**config.mk**
```make
export PLATFORM = sky130hd
export DESIGN_NAME = transmit_packet_1_flat
export DESIGN_NICKNAME = d
export VERILOG_FILES = /design/src/rtl/transmit_packet_1_if.sv /design/src/rtl/transmit_packet_1.sv /design/src/flat_wrapper.sv
export SDC_FILE = /design/constraint.sdc
export NUM_CORES = 1
export LEC_CHECK = 0
export ABC_AREA = 1
export BUFFER_PORTS_ARGS = -buffer_cell sky130_fd_sc_hd__buf_2
export CAP_MARGIN = 15
export CORE_MARGIN = 3
export CORE_UTILIZATION = 50
export DETAILED_ROUTE_END_ITERATION = 16
export PLACE_DENSITY = 0.71
export SYNTH_ARGS = -nofsm -noshare
export SYNTH_HDL_FRONTEND = slang
export SYNTH_SLANG_ARGS = --single-unit
```
**constraint.sdc**
```tcl
create_clock -name clk_original -period 7.65 [get_ports clk_original]
set_input_delay 1.9125 -clock clk_original [delete_from_list [all_inputs] [get_ports clk_original]]
set_output_delay 1.9125 -clock clk_original [all_outputs]
set_load 0.05 [all_outputs]
```
**src/rtl/transmit_packet_1_if.sv**
```systemverilog
// Bus bundle for the packet replay stage: the Avalon-MM read master towards
// the shared packet RAM and the Avalon-ST transmit stream towards the MAC.
interface transmit_packet_1_if #(
   parameter int ADDR_W = 10
);
   // Avalon-MM read master side
   logic [ADDR_W-1:0] ram_addr;
   logic              ram_chipselect;
   logic              ram_read;
   logic [31:0]       ram_readdata;
   logic              ram_waitrequest;

   // Avalon-ST transmit side
   logic [7:0]        ff_tx_data;
   logic              ff_tx_sop;
   logic              ff_tx_eop;
   logic              ff_tx_wren;
   logic              ff_tx_err;
   logic              ff_tx_crc_fwd;
   logic              ff_tx_rdy;

   // Replay block drives the read requests and the transmit stream
   modport master (
      output ram_addr, ram_chipselect, ram_read,
      input  ram_readdata, ram_waitrequest,
      output ff_tx_data, ff_tx_sop, ff_tx_eop, ff_tx_wren, ff_tx_err, ff_tx_crc_fwd,
      input  ff_tx_rdy
   );

   // RAM and MAC side of the same bundle
   modport slave (
      input  ram_addr, ram_chipselect, ram_read,
      output ram_readdata, ram_waitrequest,
      input  ff_tx_data, ff_tx_sop, ff_tx_eop, ff_tx_wren, ff_tx_err, ff_tx_crc_fwd,
      output ff_tx_rdy
   );
endinterface

```
**src/rtl/transmit_packet_1.sv**
```systemverilog
// Packet replay stage of the loopback path. Once the receive stage reports a
// stored packet, the length word and payload words are read from the shared
// RAM one at a time and the payload is streamed MSB byte first to the MAC.
// Every output is taken straight from a flop.
module transmit_packet_1 #(
   parameter int ADDR_W    = 10,
   parameter int MAX_BYTES = 4092
) (
   input  logic                 clk_original,
   input  logic                 rst,
   input  logic                 data_saved,
   transmit_packet_1_if.master  bus,
   output logic                 tx_done,
   output logic                 len_err,
   output logic                 busy
);

   typedef enum logic [2:0] {
      S_IDLE    = 3'd0,
      S_RD_LEN  = 3'd1,
      S_RD_WORD = 3'd2,
      S_SEND    = 3'd3,
      S_DONE    = 3'd4
   } state_t;

   // Registered state and outputs
   state_t            r_state;
   logic              r_pending;
   logic [15:0]       r_remaining;
   logic [1:0]        r_idx;
   logic [31:0]       r_shift;
   logic [ADDR_W-1:0] r_addr;
   logic              r_read;
   logic [7:0]        r_data;
   logic              r_sop;
   logic              r_eop;
   logic              r_wren;
   logic              r_tx_done;
   logic              r_len_err;
   logic              r_busy;

   // Next-state values
   state_t            w_state_nxt;
   logic              w_pending_nxt;
   logic [15:0]       w_remaining_nxt;
   logic [1:0]        w_idx_nxt;
   logic [31:0]       w_shift_nxt;
   logic [ADDR_W-1:0] w_addr_nxt;
   logic              w_read_nxt;
   logic [7:0]        w_data_nxt;
   logic              w_sop_nxt;
   logic              w_eop_nxt;
   logic              w_wren_nxt;
   logic              w_tx_done_nxt;
   logic              w_len_err_nxt;
   logic              w_busy_nxt;

   // Handshake qualifiers
   logic              w_capture;
   logic              w_xfer;
   logic [15:0]       w_len;
   logic              w_len_bad;

   assign w_capture = r_read & ~bus.ram_waitrequest;
   assign w_xfer    = r_wren & bus.ff_tx_rdy;
   assign w_len     = bus.ram_readdata[15:0];
   assign w_len_bad = (w_len == 16'd0) || (w_len > 16'(MAX_BYTES));

   // Next-state and next-output decode for the replay sequencer
   always_comb begin
      w_state_nxt     = r_state;
      w_pending_nxt   = r_pending;
      w_remaining_nxt = r_remaining;
      w_idx_nxt       = r_idx;
      w_shift_nxt     = r_shift;
      w_addr_nxt      = r_addr;
      w_read_nxt      = r_read;
      w_data_nxt      = r_data;
      w_sop_nxt       = r_sop;
      w_eop_nxt       = r_eop;
      w_wren_nxt      = r_wren;
      w_tx_done_nxt   = 1'b0;
      w_len_err_nxt   = 1'b0;

      // A request arriving while a packet is in flight is remembered once
      if (data_saved && (r_state != S_IDLE)) begin
         w_pending_nxt = 1'b1;
      end else begin
         w_pending_nxt = r_pending;
      end

      case (r_state)
         S_IDLE: begin
            if (data_saved || r_pending) begin
               w_state_nxt   = S_RD_LEN;
               w_addr_nxt    = {ADDR_W{1'b0}};
               w_read_nxt    = 1'b1;
               w_pending_nxt = 1'b0;
            end else begin
               w_state_nxt   = S_IDLE;
            end
         end

         S_RD_LEN: begin
            if (!r_read) begin
               w_read_nxt = 1'b1;
            end else if (w_capture) begin
               w_read_nxt = 1'b0;
               if (w_len_bad) begin
                  w_len_err_nxt = 1'b1;
                  w_state_nxt   = S_IDLE;
               end else begin
                  w_remaining_nxt = w_len;
                  w_addr_nxt      = ADDR_W'(1);
                  w_state_nxt     = S_RD_WORD;
               end
            end else begin
               w_read_nxt = r_read;
            end
         end

         S_RD_WORD: begin
            // Read is raised one cycle after the previous capture so that
            // ram_read always drops between two word reads
            if (!r_read) begin
               w_read_nxt = 1'b1;
            end else if (w_capture) begin
               w_read_nxt  = 1'b0;
               w_shift_nxt = bus.ram_readdata;
               w_idx_nxt   = 2'd0;
               w_data_nxt  = bus.ram_readdata[31:24];
               // Payload starts at word 1, so only that word carries sop
               w_sop_nxt   = (r_addr == ADDR_W'(1));
               w_eop_nxt   = (r_remaining == 16'd1);
               w_wren_nxt  = 1'b1;
               w_state_nxt = S_SEND;
            end else begin
               w_read_nxt = r_read;
            end
         end

         S_SEND: begin
            if (w_xfer) begin
               w_remaining_nxt = r_remaining - 16'd1;
               w_idx_nxt       = r_idx + 2'd1;
               if (r_remaining == 16'd1) begin
                  w_wren_nxt    = 1'b0;
                  w_sop_nxt     = 1'b0;
                  w_eop_nxt     = 1'b0;
                  w_tx_done_nxt = 1'b1;
                  w_state_nxt   = S_DONE;
               end else if (r_idx == 2'd3) begin
                  w_wren_nxt  = 1'b0;
                  w_sop_nxt   = 1'b0;
                  w_eop_nxt   = 1'b0;
                  w_addr_nxt  = r_addr + ADDR_W'(1);
                  w_state_nxt = S_RD_WORD;
               end else begin
                  w_shift_nxt = {r_shift[23:0], 8'h00};
                  w_data_nxt  = r_shift[23:16];
                  w_sop_nxt   = 1'b0;
                  w_eop_nxt   = (r_remaining == 16'd2);
               end
            end else begin
               // MAC stall: the presented byte and flags stay untouched
               w_state_nxt = S_SEND;
            end
         end

         S_DONE: begin
            w_state_nxt = S_IDLE;
         end

         default: begin
            w_state_nxt = S_IDLE;
            w_read_nxt  = 1'b0;
            w_wren_nxt  = 1'b0;
            w_sop_nxt   = 1'b0;
            w_eop_nxt   = 1'b0;
         end
      endcase

      w_busy_nxt = (w_state_nxt != S_IDLE);
   end

   // State and output registers; reset aborts any packet in flight
   always_ff @(posedge clk_original or posedge rst) begin
      if (rst) begin
         r_state     <= S_IDLE;
         r_pending   <= 1'b0;
         r_remaining <= 16'd0;
         r_idx       <= 2'd0;
         r_shift     <= 32'd0;
         r_addr      <= {ADDR_W{1'b0}};
         r_read      <= 1'b0;
         r_data      <= 8'd0;
         r_sop       <= 1'b0;
         r_eop       <= 1'b0;
         r_wren      <= 1'b0;
         r_tx_done   <= 1'b0;
         r_len_err   <= 1'b0;
         r_busy      <= 1'b0;
      end else begin
         r_state     <= w_state_nxt;
         r_pending   <= w_pending_nxt;
         r_remaining <= w_remaining_nxt;
         r_idx       <= w_idx_nxt;
         r_shift     <= w_shift_nxt;
         r_addr      <= w_addr_nxt;
         r_read      <= w_read_nxt;
         r_data      <= w_data_nxt;
         r_sop       <= w_sop_nxt;
         r_eop       <= w_eop_nxt;
         r_wren      <= w_wren_nxt;
         r_tx_done   <= w_tx_done_nxt;
         r_len_err   <= w_len_err_nxt;
         r_busy      <= w_busy_nxt;
      end
   end

   assign bus.ram_addr       = r_addr;
   assign bus.ram_read       = r_read;
   assign bus.ram_chipselect = r_read;
   assign bus.ff_tx_data     = r_data;
   assign bus.ff_tx_sop      = r_sop;
   assign bus.ff_tx_eop      = r_eop;
   assign bus.ff_tx_wren     = r_wren;
   assign bus.ff_tx_err      = 1'b0;
   assign bus.ff_tx_crc_fwd  = 1'b0;
   assign tx_done            = r_tx_done;
   assign len_err            = r_len_err;
   assign busy               = r_busy;

endmodule
```
**src/flat_wrapper.sv**
```systemverilog
// flat-port wrapper written by rule: the top's interface ports become plain ports
module transmit_packet_1_flat 
#(
   parameter int ADDR_W    = 10,
   parameter int MAX_BYTES = 4092
)
  (clk_original, rst, data_saved, tx_done, len_err, busy, bus_ram_addr, bus_ram_chipselect, bus_ram_read, bus_ram_readdata, bus_ram_waitrequest, bus_ff_tx_data, bus_ff_tx_sop, bus_ff_tx_eop, bus_ff_tx_wren, bus_ff_tx_err, bus_ff_tx_crc_fwd, bus_ff_tx_rdy);
  transmit_packet_1_if #(.ADDR_W(ADDR_W)) bus_i ();
  input  logic clk_original;
  input  logic rst;
  input  logic data_saved;
  output logic tx_done;
  output logic len_err;
  output logic busy;
  output wire logic [$bits(bus_i.ram_addr)-1:0] bus_ram_addr;
  output wire logic [$bits(bus_i.ram_chipselect)-1:0] bus_ram_chipselect;
  output wire logic [$bits(bus_i.ram_read)-1:0] bus_ram_read;
  input wire logic [$bits(bus_i.ram_readdata)-1:0] bus_ram_readdata;
  input wire logic [$bits(bus_i.ram_waitrequest)-1:0] bus_ram_waitrequest;
  output wire logic [$bits(bus_i.ff_tx_data)-1:0] bus_ff_tx_data;
  output wire logic [$bits(bus_i.ff_tx_sop)-1:0] bus_ff_tx_sop;
  output wire logic [$bits(bus_i.ff_tx_eop)-1:0] bus_ff_tx_eop;
  output wire logic [$bits(bus_i.ff_tx_wren)-1:0] bus_ff_tx_wren;
  output wire logic [$bits(bus_i.ff_tx_err)-1:0] bus_ff_tx_err;
  output wire logic [$bits(bus_i.ff_tx_crc_fwd)-1:0] bus_ff_tx_crc_fwd;
  input wire logic [$bits(bus_i.ff_tx_rdy)-1:0] bus_ff_tx_rdy;
  assign bus_ram_addr = bus_i.ram_addr;
  assign bus_ram_chipselect = bus_i.ram_chipselect;
  assign bus_ram_read = bus_i.ram_read;
  assign bus_i.ram_readdata = bus_ram_readdata;
  assign bus_i.ram_waitrequest = bus_ram_waitrequest;
  assign bus_ff_tx_data = bus_i.ff_tx_data;
  assign bus_ff_tx_sop = bus_i.ff_tx_sop;
  assign bus_ff_tx_eop = bus_i.ff_tx_eop;
  assign bus_ff_tx_wren = bus_i.ff_tx_wren;
  assign bus_ff_tx_err = bus_i.ff_tx_err;
  assign bus_ff_tx_crc_fwd = bus_i.ff_tx_crc_fwd;
  assign bus_i.ff_tx_rdy = bus_ff_tx_rdy;
  transmit_packet_1 #(.ADDR_W(ADDR_W), .MAX_BYTES(MAX_BYTES)) u_core (.clk_original(clk_original), .rst(rst), .data_saved(data_saved), .bus(bus_i), .tx_done(tx_done), .len_err(len_err), .busy(busy));
endmodule
```
## After elaboration in Yosys (flattened, before gate mapping)

Cells that the tools add are included.

| word-level totals | value |
|---|---|
| logic and storage cells | 131 |
| output and inout port bits | 28 |
| bits in registers | 71 |
| bits of input ports | 37 |

| cells by class | value |
|---|---|
| mux-type cells | 69 |
| add/subtract/negate cells | 3 |
| equality and inequality tests | 19 |
| reductions and logical operators | 20 |
| bitwise operators | 5 |
| $lt $le $gt $ge | 1 |

Operator list:

| kind | number |
|---|---|
| 2-to-1 mux 24 bit | 5 |
| 2-to-1 mux 10 bit | 7 |
| 2-to-1 mux 16 bit | 4 |
| case mux 24 bit (2 select lines) | 1 |
| 2-to-1 mux 8 bit | 5 |
| case mux 16 bit (2 select lines) | 1 |
| case mux 10 bit (3 select lines) | 1 |
| 2-to-1 mux 1 bit | 27 |
| 2-to-1 mux 3 bit | 7 |
| == test 16 x 1 -> 1 bit (second input constant) | 1 |
| == test 16 x 2 -> 1 bit (second input constant) | 1 |
| > comparator 16 x 12 -> 1 bit (second input constant) | 1 |
| logical NOT 16 bit | 1 |
| case mux 8 bit (2 select lines) | 1 |
| subtractor 16 x 1 -> 16 bit (second input constant) | 1 |
| != test 2 x 1 -> 1 bit (second input constant) | 7 |
| case mux 1 bit (3 select lines) | 4 |
| case mux 3 bit (4 select lines) | 1 |
| adder 10 x 1 -> 10 bit (second input constant) | 1 |
| == test 10 x 1 -> 1 bit (second input constant) | 1 |
| AND reduction 5 bit | 2 |
| nonzero test 3 bit | 3 |
| 2-to-1 mux 2 bit | 4 |
| AND reduction 4 bit | 2 |
| other kinds (19) | 28 |

## Logic depth before layout (Yosys ltp)

| depth | value |
|---|---|
| depth in word-level cells | 7 |
| depth in mapped cells | 11 |
| mapped depth without buffers | 11 |

## Worst setup path before layout

OpenSTA, ideal clock, no wires.

| timing path | value |
|---|---|
| kind | input to register |
| start point | in bus_ram_waitrequest |
| end point | reg u_core.r_data[5], in the netlist u_core.bus.ff_tx_data[5] |
| path slack | 4645 ps |
| arrival time | 2884 ps |
| path buffers | 1 |
| data required time | 7528 ps |
| stages | 9 |
| setup time | 122 ps |
| cells stage by stage | nor2_2 inv_1 nor2_1 nor2_1 a21oi_2 o21ai_4 buf_6 nand2_1 o21ai_2 |

| between the ends | value |
|---|---|
| cells in the longest elaborated chain, start to end | 4 |

Ends and longest elaborated chain:

| item | line | source |
|---|---|---|
| from (decl) | flat_wrapper.sv:19 | `input wire logic [$bits(bus_i.ram_waitrequest)-1:0] bus_ram_waitrequest;` |
| NOT 1 bit | transmit_packet_1.sv:64 | `assign w_capture = r_read & ~bus.ram_waitrequest;` |
| bitwise AND 1 bit | transmit_packet_1.sv:64 |  |
| != test 2 x 1 -> 1 bit (no line) | -- |  |
| AND reduction 6 bit (no line) | -- |  |
| to (signal assigned) | transmit_packet_1.sv:211 | `r_data <= w_data_nxt;` |
| to (decl) | transmit_packet_1.sv:34 | `logic [7:0] r_data;` |

No other way between the ends.
A chain may end at the register's enable or synchronous reset.

## Worst setup path in the final report

| timing path | value |
|---|---|
| start point | reg u_core.r_state[1] |
| end point | reg u_core.r_addr[8], in the netlist u_core.bus.ram_addr[8] |

| between the ends | value |
|---|---|
| cells in the longest elaborated chain, start to end | 3 |
| elaborated cells on any way between the ends | 13 |
| classes of those cells | 9 x eq/ne; 1 x mux; 3 x reduce/logical |

Ends and longest elaborated chain:

| item | line | source |
|---|---|---|
| from (decl) | transmit_packet_1.sv:27 | `state_t r_state;` |
| from (signal assigned) | transmit_packet_1.sv:204 | `r_state <= w_state_nxt;` |
| == test 3 x 2 -> 1 bit, or another cell as far along | transmit_packet_1.sv:92 | `case (r_state)` |
| != test 2 x 1 -> 1 bit (no line), or another cell as far along | -- |  |
| AND reduction 8 bit (no line) | -- |  |
| to (signal assigned) | transmit_packet_1.sv:194 | `r_addr <= {ADDR_W{1'b0}};` |
| to (signal assigned) | transmit_packet_1.sv:209 | `r_addr <= w_addr_nxt;` |
| to (decl) | transmit_packet_1.sv:32 | `logic [ADDR_W-1:0] r_addr;` |

Parallel ways exist; a longest one is shown, timed or not.

==> metrics.log <==
INFO  metric outcome = finished clean
INFO  metric fin_ws = 3910 ps
INFO  metric area_occupied_by_registers = 0.00178 sq mm
INFO  metric crit_path_end = u_core.bus.ram_addr[8]$_DFFE_PP0P_
INFO  metric detail_route.wl_per_cell = 13.6 microns
INFO  metric gp_routability_congestion = 0.921
INFO  metric synthFlopType = sky130_fd_sc_hd__dfrtp_1
INFO  metric share_of_total_power_in_the_clock_network = 20.0%
INFO  metric holdBufCountCts = 0
INFO  metric critPathLaunchType = register
INFO  metric powerDensity = 312 mW/mm^2
INFO  metric worstHoldPathType = register to register
INFO  metric layout.filler_cells = 782
INFO  metric layout.nets = 680
INFO  metric met3WireLength = 606 microns
INFO  metric grt_max_degree = 72
INFO  metric worstSkewPairLatency = 350 ps
INFO  metric kind_of_end_point_of_the_critical_path = register
INFO  metric post_route_cells_drive_above_1_share = 20.6%
INFO  metric htree_num_levels = 3
INFO  metric power.share.sequential = 38.3%
INFO  metric final_common_cell = sky130_fd_sc_hd__nand2_1
INFO  metric design.die.area = 0.00981 sq mm
INFO  metric setup-violations-final = 0
INFO  metric fraction_of_power_spent_switching_nets = 44.3%
INFO  metric syn_area = 0.00433 sq mm
INFO  metric worst-setup-path-type = register to register
INFO  metric clock_buffer_depth = 2
INFO  metric grt_pass1_wl = 17.5 mm
INFO  metric highest_layer = met4
INFO  metric grt.overflow.total = 0
INFO  metric track_usage = 22.1%
INFO  metric die_width = 99.0 microns
INFO  metric diodes = 0
INFO  metric postRouteWirelength = 10.2 mm
INFO  metric crit_path_top_delay_cell = sky130_fd_sc_hd__clkinv_1
INFO  metric synthesis.yosys.warnings = 0
INFO  metric row_count = 33
INFO  metric cts_resized = 0
INFO  metric clock-sinks = 71
INFO  metric critical_path.max_stage_delay = 860 ps
INFO  metric ys_top_cells_by_area = sky130_fd_sc_hd__dfrtp_1 (41%), sky130_fd_sc_hd__nand2_1 (19%), sky130_fd_sc_hd__o21ai_2 (6.1%), sky130_fd_sc_hd__nor2_1 (5.6%), sky130_fd_sc_hd__nand3_1 (5.1%)
INFO  metric initial_drc_count = 251
INFO  metric numCtsBuffers = 9
INFO  metric synthesis_stage_register_bit_count = 71
INFO  metric ff2ff_setup_slack = 3910 ps
INFO  metric worst_path_most_repeated_cell = sky130_fd_sc_hd__nand2_1
INFO  metric multi_input_gate_area_in_the_final_layout = 0.00223 sq mm
INFO  metric synth_top_cell_area_share = 41.1%
INFO  metric grt_pass1_vias = 3705
INFO  metric r2r.worst_path.cells = 9
INFO  metric worst-path-max-fanout = 48
INFO  metric beginning_of_the_worst_register_to_register_path = u_core.r_state[1]$_DFF_PP0_
INFO  metric hold_viol = 0
INFO  metric synthesized_instance_count = 582
INFO  metric via_density_per_instance = 5.28
INFO  metric mean_syn_cell_area = 7.43 sq um
INFO  metric clock-skew-final = 5.77 ps
INFO  metric portBuffers = 62
INFO  metric tritoncts = yes
INFO  metric timing.critical_path.buf_inv = 2
INFO  metric ys_types = 38
INFO  metric routed-via-count = 3943
INFO  metric critical_path_required = 7890 ps
INFO  metric final_period_minus_worst_setup_slack = 3740 ps
INFO  metric timing.critical_path.arrival = 3980 ps
INFO  metric power.net_switching = 0.000669 W
INFO  metric crit_chain = nand3_2, buf_4, clkinv_1, nand3_1, nand2_1, nor2_1, nand2_1, nand2_1, nand2_1
INFO  metric synthDominantAreaCellType = sky130_fd_sc_hd__dfrtp_1
INFO  metric die-height = 99.0 microns
INFO  metric timing.final.crit_share = 48.8%
INFO  metric endpoint_of_the_most_critical_register_to_register_path = u_core.bus.ram_addr[8]$_DFFE_PP0P_
INFO  metric cellLeakagePower = 2.54 nW
INFO  metric area_growth = 11.9%
INFO  metric dp.final_hpwl = 7.05 mm
INFO  metric core_region_area = 0.00830 sq mm
INFO  metric worst_pin_slew = 922 ps
INFO  metric combinationalPowerShare = 41.8%
INFO  metric ant_nets = 0
INFO  metric ioPinCount = 65
INFO  metric start_util = 52.1%
INFO  metric worst-path-stages = 9
INFO  metric post-layout-total-power = 0.00151 W
INFO  metric synth_edf_count = 0
INFO  metric fmaxAchievable = 0.268 GHz
INFO  metric critical_path.startpoint = u_core.r_state[1]$_DFF_PP0_
INFO  metric antenna_found_initial = 0
INFO  metric post-place-ws = 3920 ps
INFO  metric timing.max_cap.violations = 0
INFO  metric cts_setup_buffers = 0
INFO  metric p_int = 0.000842 W
INFO  metric timing.critical_path.max_delay_family = simple AND/OR/NAND/NOR gates
INFO  metric synth-seq-area-share = 41.1%
INFO  metric synth_async_reset_ratio = 100%
INFO  metric wl_met2 = 4.74 mm
INFO  metric vdd_ir_drop_max = 0.163 mV
INFO  metric worst_slew_margin_rel = 38.5%
INFO  metric cts-root-buf = sky130_fd_sc_hd__clkbuf_8
INFO  metric drt_drc_violations_left = 0
INFO  metric layout.core_utilization = 58.3%
INFO  metric commonest_non_fill_non_tap_cells_in_the_layout = sky130_fd_sc_hd__nand2_1 (223), sky130_fd_sc_hd__dfrtp_1 (71), sky130_fd_sc_hd__nor2_1 (64)
INFO  metric met1_routed_wirelength_after_detailed_routing = 4.67 mm
INFO  metric worst_case_hold_slack = 485 ps
INFO  metric clock_slew_at_the_register_clock_pins_of_the_worst_setup_and_hold_paths = 80 ps
INFO  metric finalSetupTns = 0 ps
INFO  metric rsz0062_at_grt = false
INFO  metric drt_first_pass_iters = 5
INFO  metric slew_limit_fails = 0
## worst reg2reg max path, delay by kind of cell, from the launching register on
family / cells / cell delay (ps)
buf+inv: 2 / 1390
flops: 1 / 470
simple gates: 7 / 1750
## state kept, by name, indices dropped and copies added (netlist names)
name,cells
u_core.bus.ram_addr,10
u_core.bus.ff_tx_wren,1
u_core.bus.ff_tx_data,8
u_core.busy,1
u_core.r_shift,24
u_core.r_state,3
u_core.tx_done,1
u_core.len_err,1
u_core.bus.ff_tx_sop,1
u_core.r_remaining,16
u_core.r_pending,1
u_core.r_idx,2
u_core.bus.ff_tx_eop,1
u_core.bus.ram_chipselect,1
## layer usage
metal  global-route usage [%]  vias up
met5                        0        -
met1                     30.0     1853
met3                     4.46       12
met2                     35.8      122
li1                         -     1956
met4                     6.30        0
## final cells by class
class	instances	share of cell area, %
well taps	105	2.71
multi-input cells	446	46.1
inverters	43	3.34
clock buffers	9	2.56
flip-flops and latches	71	36.7
clock inverters	7	1.53
repair buffers	66	7.03
## through the flow
stage / instance area (sq um) / instances
after global routing: 4840 / 747
after CTS: 4840 / 747
final: 4840 / 747
after global placement: 4640 / 731
after detailed placement: 4640 / 731
after floorplan: 4330 / 583
## power by group through the flow
stage	clock network (W)	logic [W]	registers, W
4_1_cts	0.000312	0.000633	0.000578
2_1_floorplan	0	0.000476	0.000615
5_1_grt	0.000328	0.000716	0.000595
3_3_place_gp	0	0.000611	0.000581
3_5_place_dp	0	0.000630	0.000583
6_report	0.000302	0.000631	0.000578
## logic make-up after synthesis
kind of cell	count (synthesis)	synth area share [%]
DFF	71	41.1
buffers and inverters	66	7.43
xor gates and xnor gates	6	1.21
adders and majority gates	6	1.74
other	1	0.0867
AOI/OAI and AO/OA	57	10.1
and+or+nand+nor	359	34.7
muxes	16	3.70
## synthesized netlist by cell type (5+ instances only)
library cell and number:
sky130_fd_sc_hd__inv_1 41, sky130_fd_sc_hd__nand2_1 223, sky130_fd_sc_hd__nor2_1 64, sky130_fd_sc_hd__mux2i_1 16, sky130_fd_sc_hd__o21ai_0 14, sky130_fd_sc_hd__dfrtp_1 71
sky130_fd_sc_hd__buf_6 5, sky130_fd_sc_hd__clkbuf_1 5, sky130_fd_sc_hd__a21oi_1 6, sky130_fd_sc_hd__buf_4 5, sky130_fd_sc_hd__ha_1 6, sky130_fd_sc_hd__o21ai_2 30
sky130_fd_sc_hd__nand2_2 7, sky130_fd_sc_hd__nand4_1 8, sky130_fd_sc_hd__buf_2 5, sky130_fd_sc_hd__nand3_1 44
## how the worst min path moves through the flow
stage	from	endpoint	slack, ps	depth (start not counted)
2_1_floorplan	u_core.r_shift[21]$_DFFE_PP0P_	u_core.r_shift[21]$_DFFE_PP0P_	450	2
3_3_place_gp	u_core.bus.ff_tx_eop$_DFFE_PP0P_	u_core.bus.ff_tx_eop$_DFFE_PP0P_	460	2
3_5_place_dp	u_core.bus.ff_tx_data[3]$_DFFE_PP0P_	u_core.bus.ff_tx_data[3]$_DFFE_PP0P_	470	2
4_1_cts	u_core.bus.ff_tx_data[7]$_DFFE_PP0P_	u_core.bus.ff_tx_data[7]$_DFFE_PP0P_	490	2
5_1_grt	u_core.bus.ff_tx_data[3]$_DFFE_PP0P_	u_core.bus.ff_tx_data[3]$_DFFE_PP0P_	500	2
6_report	u_core.bus.ff_tx_data[3]$_DFFE_PP0P_	u_core.bus.ff_tx_data[3]$_DFFE_PP0P_	480	2
Power figures use the tool's default switching activity.
